**config.mk**
```make
export PLATFORM = sky130hd
export DESIGN_NAME = axi_full_master_sequencer
export DESIGN_NICKNAME = d
export VERILOG_FILES = /design/src/rtl/axi_full_master_sequencer.sv
export SDC_FILE = /design/constraint.sdc
export NUM_CORES = 1
export LEC_CHECK = 0
export CELL_PAD_IN_SITES_DETAIL_PLACEMENT = 0
export CELL_PAD_IN_SITES_GLOBAL_PLACEMENT = 1
export CORE_UTILIZATION = 19
export CTS_CLUSTER_SIZE = 40
export DETAILED_ROUTE_END_ITERATION = 10
export MAX_ROUTING_LAYER = met4
export PLACE_DENSITY_LB_ADDON = 0.1
export SETUP_SLACK_MARGIN = 0.05
export SYNTH_ARGS = -nofsm -noshare
export SYNTH_HDL_FRONTEND = slang
export SYNTH_SLANG_ARGS = --single-unit
```
**constraint.sdc**
```tcl
create_clock -name M_AXI_ACLK -period 2.1 [get_ports M_AXI_ACLK]
set_input_delay 0.315 -clock M_AXI_ACLK [delete_from_list [all_inputs] [get_ports M_AXI_ACLK]]
set_output_delay 0.315 -clock M_AXI_ACLK [all_outputs]
set_load 0.05 [all_outputs]
```
**src/rtl/axi_full_master_sequencer.sv**
```systemverilog
// AXI4 master that runs one INCR write burst followed by one INCR read burst per start pulse.
// Optional macro AXI_SEQ_READ_CHECK_EN: compare each read beat with the written pattern (counter+1).
module axi_full_master_sequencer #(
  parameter int C_M_AXI_ID_WIDTH   = 1,
  parameter int C_M_AXI_DATA_WIDTH = 32,
  parameter int C_M_AXI_ADDR_WIDTH = 6,
  parameter logic [C_M_AXI_ADDR_WIDTH-1:0] C_M_TARGET_BASE_ADDR = '0
) (
  input  logic                            M_AXI_ACLK,
  input  logic                            M_AXI_ARESETN,
  input  logic                            start,
  input  logic [7:0]                      burst_len,
  output logic                            busy,
  output logic                            done,
  output logic                            error,
  output logic [2:0]                      dbg_state,
  output logic [C_M_AXI_ID_WIDTH-1:0]     M_AXI_AWID,
  output logic [C_M_AXI_ADDR_WIDTH-1:0]   M_AXI_AWADDR,
  output logic [7:0]                      M_AXI_AWLEN,
  output logic [2:0]                      M_AXI_AWSIZE,
  output logic [1:0]                      M_AXI_AWBURST,
  output logic                            M_AXI_AWVALID,
  input  logic                            M_AXI_AWREADY,
  output logic [C_M_AXI_DATA_WIDTH-1:0]   M_AXI_WDATA,
  output logic [C_M_AXI_DATA_WIDTH/8-1:0] M_AXI_WSTRB,
  output logic                            M_AXI_WLAST,
  output logic                            M_AXI_WVALID,
  input  logic                            M_AXI_WREADY,
  input  logic [C_M_AXI_ID_WIDTH-1:0]     M_AXI_BID,
  input  logic [1:0]                      M_AXI_BRESP,
  input  logic                            M_AXI_BVALID,
  output logic                            M_AXI_BREADY,
  output logic [C_M_AXI_ID_WIDTH-1:0]     M_AXI_ARID,
  output logic [C_M_AXI_ADDR_WIDTH-1:0]   M_AXI_ARADDR,
  output logic [7:0]                      M_AXI_ARLEN,
  output logic [2:0]                      M_AXI_ARSIZE,
  output logic [1:0]                      M_AXI_ARBURST,
  output logic                            M_AXI_ARVALID,
  input  logic                            M_AXI_ARREADY,
  input  logic [C_M_AXI_ID_WIDTH-1:0]     M_AXI_RID,
  input  logic [C_M_AXI_DATA_WIDTH-1:0]   M_AXI_RDATA,
  input  logic [1:0]                      M_AXI_RRESP,
  input  logic                            M_AXI_RLAST,
  input  logic                            M_AXI_RVALID,
  output logic                            M_AXI_RREADY
);

  typedef enum logic [2:0] {
    S_IDLE = 3'd0, S_AW = 3'd1, S_W = 3'd2, S_B = 3'd3,
    S_AR = 3'd4, S_R = 3'd5, S_DONE = 3'd6
  } state_t;

  localparam logic [2:0] AXI_SIZE = 3'($clog2(C_M_AXI_DATA_WIDTH/8));

  // Handshake rule: a VALID is a pure decode of state_q, so it never depends on READY
  // and its payload (len_q / cnt_q) only changes on the handshaking edge.
  state_t                        state_q, state_d;
  logic [7:0]                    len_q, len_d;
  logic [7:0]                    cnt_q, cnt_d;
  logic                          error_q, error_d;
  logic [C_M_AXI_DATA_WIDTH-1:0] beat_data;
  logic                          last_beat;
  logic                          unused_inputs;

  assign beat_data     = C_M_AXI_DATA_WIDTH'(cnt_q) + C_M_AXI_DATA_WIDTH'(1);
  assign last_beat     = (cnt_q == len_q);
  assign unused_inputs = &{1'b0, M_AXI_BID, M_AXI_RID, M_AXI_RDATA};

  always_comb begin
    state_d = state_q;
    len_d   = len_q;
    cnt_d   = cnt_q;
    error_d = error_q;
    case (state_q)
      S_IDLE: if (start) begin
        len_d   = burst_len;
        cnt_d   = 8'd0;
        error_d = 1'b0;
        state_d = S_AW;
      end
      S_AW: if (M_AXI_AWREADY) begin
        cnt_d   = 8'd0;
        state_d = S_W;
      end
      S_W: if (M_AXI_WREADY) begin
        cnt_d = cnt_q + 8'd1;
        if (last_beat) state_d = S_B;
      end
      S_B: if (M_AXI_BVALID) begin
        if (M_AXI_BRESP != 2'b00) error_d = 1'b1;
        state_d = S_AR;
      end
      S_AR: if (M_AXI_ARREADY) begin
        cnt_d   = 8'd0;
        state_d = S_R;
      end
      S_R: if (M_AXI_RVALID) begin
        cnt_d = cnt_q + 8'd1;
        if (M_AXI_RRESP != 2'b00) error_d = 1'b1;
        if (M_AXI_RLAST != last_beat) error_d = 1'b1;
`ifdef AXI_SEQ_READ_CHECK_EN
        if (M_AXI_RDATA != beat_data) error_d = 1'b1;
`endif
        if (M_AXI_RLAST || last_beat) state_d = S_DONE;
      end
      S_DONE:  state_d = S_IDLE;
      default: state_d = S_IDLE;
    endcase
  end

  always_ff @(posedge M_AXI_ACLK) begin
    if (!M_AXI_ARESETN) begin
      state_q <= S_IDLE;
      len_q   <= 8'd0;
      cnt_q   <= 8'd0;
      error_q <= 1'b0;
    end else begin
      state_q <= state_d;
      len_q   <= len_d;
      cnt_q   <= cnt_d;
      error_q <= error_d;
    end
  end

  assign busy      = (state_q != S_IDLE);
  assign done      = (state_q == S_DONE);
  assign error     = error_q;
  assign dbg_state = state_q;

  assign M_AXI_AWID    = '0;
  assign M_AXI_AWADDR  = C_M_TARGET_BASE_ADDR;
  assign M_AXI_AWLEN   = len_q;
  assign M_AXI_AWSIZE  = AXI_SIZE;
  assign M_AXI_AWBURST = 2'b01;
  assign M_AXI_AWVALID = (state_q == S_AW);

  assign M_AXI_WVALID  = (state_q == S_W);
  assign M_AXI_WDATA   = M_AXI_WVALID ? beat_data : '0;
  assign M_AXI_WSTRB   = '1;
  assign M_AXI_WLAST   = M_AXI_WVALID && last_beat;

  assign M_AXI_BREADY  = (state_q == S_B);

  assign M_AXI_ARID    = '0;
  assign M_AXI_ARADDR  = C_M_TARGET_BASE_ADDR;
  assign M_AXI_ARLEN   = len_q;
  assign M_AXI_ARSIZE  = AXI_SIZE;
  assign M_AXI_ARBURST = 2'b01;
  assign M_AXI_ARVALID = (state_q == S_AR);

  assign M_AXI_RREADY  = (state_q == S_R);

endmodule

```
After elaboration in Yosys (flattened, before gate mapping):

Index checks and enable logic that the tools add are counted.
Widths: inputs -> output; s select.

* register bits: 20
* input bits: 55
* output and inout port bits: 88
* logic and storage cells: 59

* add/subtract/negate cells: 2
* equal/unequal tests: 18
* muxes and demuxes: 23
* reductions and logical operators: 12

Operator list (number)
* $mux 8: 5
* $pmux 8 s5: 1
* $mux 3: 8
* $pmux 3 s6: 1
* $ne 2x1->1 const B: 6
* $reduce_and 6->1: 2
* $add 8x1->9 const B: 1
* $eq 3x3->1 const B: 3
* $mux 9: 1
* $add 8x1->8 const B: 1
* $eq 8x8->1: 1
* $reduce_and 8->1: 1
* $eq 3x2->1 const B: 2
* $mux 1: 6
* $ne 2x2->1 const B: 3
* $reduce_bool 3->1: 2
* $reduce_bool 5->1: 1
* $reduce_bool 2->1: 2
* $eq 3x1->1 const B: 1
* $logic_not 3->1: 1
* $ne 3x1->1 const B: 1
* $pmux 1 s3: 1
* $reduce_and 2->1: 1
* $logic_and 1x1->1: 1
* other kinds (2): 2

Depth between registers and ports, before layout:

Gate-level depths: netlist (run 1).

* word-level depth: 5
* depth in mapped cells: 9
* gate-level depth less buffers: 8

Worst setup path after synthesis (run 1):

No wires, ideal clock.

* path kind: register to output
* start: register state_q[0] (netlist: dbg_state[0])
* end: output port M_AXI_AWVALID
* arrival time: 2180 ps
* data required time: 1785 ps
* setup slack: -395 ps
* stages on the path, launching flop included: 4
* buffers on the path: 1
* path through: dfxtp_1 clkbuf_1 inv_1 nor3_1

* longest elaborated chain between the ends: 1

RTL lines
* from (decl): line 57 `state_t state_q, state_d;`
* from (signal assigned): line 118 `state_q <= state_d;`
* $eq 3x1->1: line 135 `assign M_AXI_AWVALID = (state_q == S_AW);`
* to (decl): line 22 `output logic M_AXI_AWVALID,`

No other way between the ends.

Final worst setup path (run 1):

* start: register len_q[2] (netlist: M_AXI_ARLEN[2])
* end: register state_q[2] (netlist: dbg_state[2])

* longest elaborated chain between the ends: 4
* elaborated cells between the ends (all ways): 5
* those cells by class: eq/ne (3); reduce/logical (2)

RTL lines
* from (decl): line 58 `logic [7:0] len_q, len_d;`
* from (signal assigned): line 119 `len_q <= len_d;`
* $eq 8x8->1 (*): line 66 `assign last_beat = (cnt_q == len_q);`
* $logic_or 1x1->1: line 104 `if (M_AXI_RLAST || last_beat) state_d = S_DONE;`
* $ne 2x1->1 (no line)
* $reduce_and 8->1 (no line) (*)

Mark *: on every way between the ends. The rest lies on a longest branch, timed or not.
A chain may end at the register's enable or synchronous reset.

==> results of run 1 <==
-- layout make-up --
cell class | instances | area share
clock buffer | 3 | 0.0156
clock inverter | 1 | 0.0113
inverter | 8 | 0.0113
multi-input combinational | 180 | 0.419
sequential | 20 | 0.156
tap | 108 | 0.0509
timing repair buffer | 80 | 0.335
-- flip-flops by register name, summed over array words and instances (netlist names) --
register	flops
M_AXI_ARLEN	8
cnt_q	8
error	1
dbg_state	3
-- cells by family (layout without fill, tap and decap cells) --
group / after synthesis / after routing
flip-flops: 20 / 20
multiplexers: 3 / 3
adder cells (fa/ha/maj): 2 / 2
other: 2 / 51
XOR/XNOR: 12 / 12
AO/OA/AOI/OAI: 34 / 34
AND/OR/NAND/NOR: 78 / 78
buffers and inverters: 76 / 92
-- power by group --
group	switching, uW	internal, uW
Sequential	13.3	400
Combinational	500	222
Clock	150	255
Total	663	876
-- worst min-delay path: cells and delay by family, from the launching register on --
family / cells / cell delay [ns]
simple gates: 1 / 0.05
compound gates: 1 / 0.05
flops: 1 / 0.35
-- routing by layer --
layer  global-route usage  up-vias  routed length [microns]  share of wire
met5                    -        -                        0              0
met3               0.0188        2                      175          0.038
met4               0.0207        0                       32         0.0070
met2                0.166       58                     2140           0.47
met1                0.126      683                     2220           0.49
li1                     -      781                        -              -
-- metrics by stage --
step / setup TNS [ns] / worst slack [ns]
after detailed placement: -0.150 / -0.118
after global routing: -0.138 / -0.114
final: 0 / 0.0376
after floorplan: -1.02 / -0.195
after global placement: -0.142 / -0.138
after CTS: -0.0276 / -0.0276
-- cells in the final DEF, fill, tap and decap left out, drive strengths merged, types with 2 or more instances in the layout --
master         count
o21ai              5
o32ai              2
nor3b              5
xor2               8
nor2              13
mux2i              3
clkbuf             3
nand2             25
conb              51
nand2b             2
buf               41
clkdlybuf4s50     39
nand3              4
nor3               8
a21oi             17
and3               2
dfxtp             20
a211o              3
a221o              2
inv                8
xnor2              4
or2                3
ha                 2
nor4               2
and2               3
-- how the worst max path moves through the flow --
stage | endpoint | slack (ns) | cells past startpoint
detailed placement | dbg_state[2] | -0.12 | 9
CTS | dbg_state[2] | -0.03 | 9
global route | dbg_state[2] | -0.11 | 9
finish | dbg_state[2] | 0.04 | 9
global placement | dbg_state[2] | -0.14 | 9
floorplan | M_AXI_WDATA[3] | -0.20 | 3
-- timing repair --
action,4_1_cts,5_1_grt
buffers inserted,0,1
setup endpoints to repair,9,9
pin swaps,4,2
gates resized for setup,17,9
cloned,0,0
==> flow_metrics.py, run 1 <==
metrics = {
    "synthesis": {
        "ys_seq_area_frac": 0.234,
        "synth_cells": 227,
        "synth_top_cell_by_area": "buf_4",
        "synth_xor_area_frac": 0.0615,
        "synth_compound_area_frac": 0.129,
        "synth_edf_count": 0,
        "yosys.area.top_type_share": 0.259,
        "synthTopCellsByArea": "buf_4 26%, dfxtp_1 23%, nand2_1 5.5%",
        "ys_types": 45,
        "ys_warn_count": 0,
        "yosys.area_share.simple": 0.240,
        "synth_common_cells": "59 x buf_4, 25 x nand2_1, 20 x dfxtp_1, 17 x a21oi_1, 13 x nor2_1",
        "synth.ff_latch_count": 20,
        "syn-cell-area_sq_um": 1710,
        "synth.avg_cell_area_sq_um": 7.52,
        "muxShareOfSynthArea": 0.0176,
        "yosys_most_used_dff": "dfxtp_1",
        "synth_most_common_cell": "buf_4",
        "async_flop_share": 0,
        "synth_top_family_by_area": "buffers and inverters",
        "synthAdderAreaFrac": 0.0147,
    },
    "sta": {
        "setup_viol_count_final": 0,
        "skew_ns": 0.00342,
        "rsz0062_at_grt": "true",
        "fmax_ghz": 0.485,
        "max_slew_margin": 0.636,
        "post-route-period-util": 0.982,
        "hold_ws_ns": 0.488,
        "slew_violations": 0,
        "hold_viol": 0,
        "worst_pin_slew_ns": 0.545,
        "fin_crit_ns": 2.06,
    },
    "floorplan": {
        "num_io_pins": 143,
        "die_x_microns": 96.8,
        "initial_core_util": 0.196,
        "dieArea_sq_um": 9370,
        "core_sq_um": 8720,
        "fp.dieH_microns": 96.8,
        "rows": 34,
    },
    "layout": {
        "fin_area_sq_um": 2660,
        "nets": 350,
        "drive_gt1_frac": 0.281,
        "post-route-util": 0.304,
        "antennaDiodeCount": 0,
        "num-fill-cells": 934,
        "area_growth_pct": 55.5,
        "multiInputGateArea_sq_um": 1110,
        "regArea_sq_um": 415,
        "final_cell_count_no_fill": 400,
    },
    "routing": {
        "drc": 0,
        "first_pass_iters": 3,
        "routedWlPerCell_microns": 11.4,
        "num_vias": 1524,
        "final_antenna_net_count": 0,
        "drt_wl_total_microns": 4570,
        "drtIter0Drc": 30,
        "vias_per_cell": 3.81,
    },
    "worst_setup_path": {
        "critPathTopFamily": "simple AND/OR/NAND/NOR gates",
        "cp_slowest_cell": "or3_1",
        "cp_num_buf_inv": 1,
        "startpoint": "M_AXI_ARLEN[2]",
        "r2r-end": "dbg_state[2]",
        "r2r_cells": 9,
        "crit_chain": "xor2_1 -> nor4_2 -> buf_4 -> nand2_4 -> ha_4 -> and3b_1 -> o32ai_2 -> or3_1 -> a21oi_2",
        "r2r_slack_ns": 0.04,
        "r2r-start": "M_AXI_ARLEN[2]",
        "critPathCaptureType": "flip-flop",
        "required_ns": 2.30,
        "startpoint_type": "flip-flop",
        "crit_fanout": 2,
        "cp.arrival_ns": 2.26,
        "criticalPathCategory": "flip-flop to flip-flop",
        "slowest_delay_ns": 0.37,
    },
    "clock_tree": {
        "cts_buffers": 3,
        "holdBufCountCts": 0,
        "cts_tree": "built",
        "clock-sinks": 20,
        "root_buffer": "clkbuf_8",
        "htreeDepth": 1,
        "worst_skew_pair.late_latency_ns": 0.26,
        "clk_pin_slew_ns": 0.09,
        "clock_path_buffers": 2,
    },
    "placement": {
        "hpwl_microns": 3600,
        "place_area_sq_um": 2450,
        "dp.cells": 395,
        "gp_congestion": 0.715,
        "port_buffers": 57,
    },
    "global_routing": {
        "grt_max_degree": 18,
        "grt_overflow": 0,
        "grt_pass1_wl_microns": 7290,
        "grt_use_total": 0.100,
        "antenna_found_initial": 0,
        "grt_pass1_vias": 1450,
    },
    "pwr": {
        "leakagePower_uw": 0.00113,
        "p_total_uw": 1540,
        "worst_ir_drop_vdd_mv": 0.231,
        "p_per_area_nw_per_um2": 580,
    },
    "hold_path": {
        "min_to": "M_AXI_ARLEN[4]",
        "min-delay-start": "M_AXI_ARLEN[4]",
        "hp-class": "flip-flop to flip-flop",
        "hold_path_depth": 2,
    },
    "run_status": {
        "status": "finished clean",
    },
    "job": {
        "max_cap_viol_count": 0,
    },
}
Note: power is estimated with default switching activity, not from simulation.
==> run 2: changes to the inputs <==
--- a/config.mk
+++ b/config.mk
@@ -8,7 +8,6 @@
 export CELL_PAD_IN_SITES_DETAIL_PLACEMENT = 0
 export CELL_PAD_IN_SITES_GLOBAL_PLACEMENT = 1
 export CORE_UTILIZATION = 19
-export CTS_CLUSTER_SIZE = 40
 export DETAILED_ROUTE_END_ITERATION = 10
 export MAX_ROUTING_LAYER = met4
 export PLACE_DENSITY_LB_ADDON = 0.1
==> results of run 2 <==
The final DEF is identical to that of run 1; final timing and power are the same.
==> run 3: changes to the inputs <==
--- a/config.mk
+++ b/config.mk
@@ -5,6 +5,7 @@
 export SDC_FILE = /design/constraint.sdc
 export NUM_CORES = 1
 export LEC_CHECK = 0
+export CAP_MARGIN = 20
 export CELL_PAD_IN_SITES_DETAIL_PLACEMENT = 0
 export CELL_PAD_IN_SITES_GLOBAL_PLACEMENT = 1
 export CORE_UTILIZATION = 19
==> results of run 3 <==
The final DEF is identical to that of run 1; final timing and power are the same.
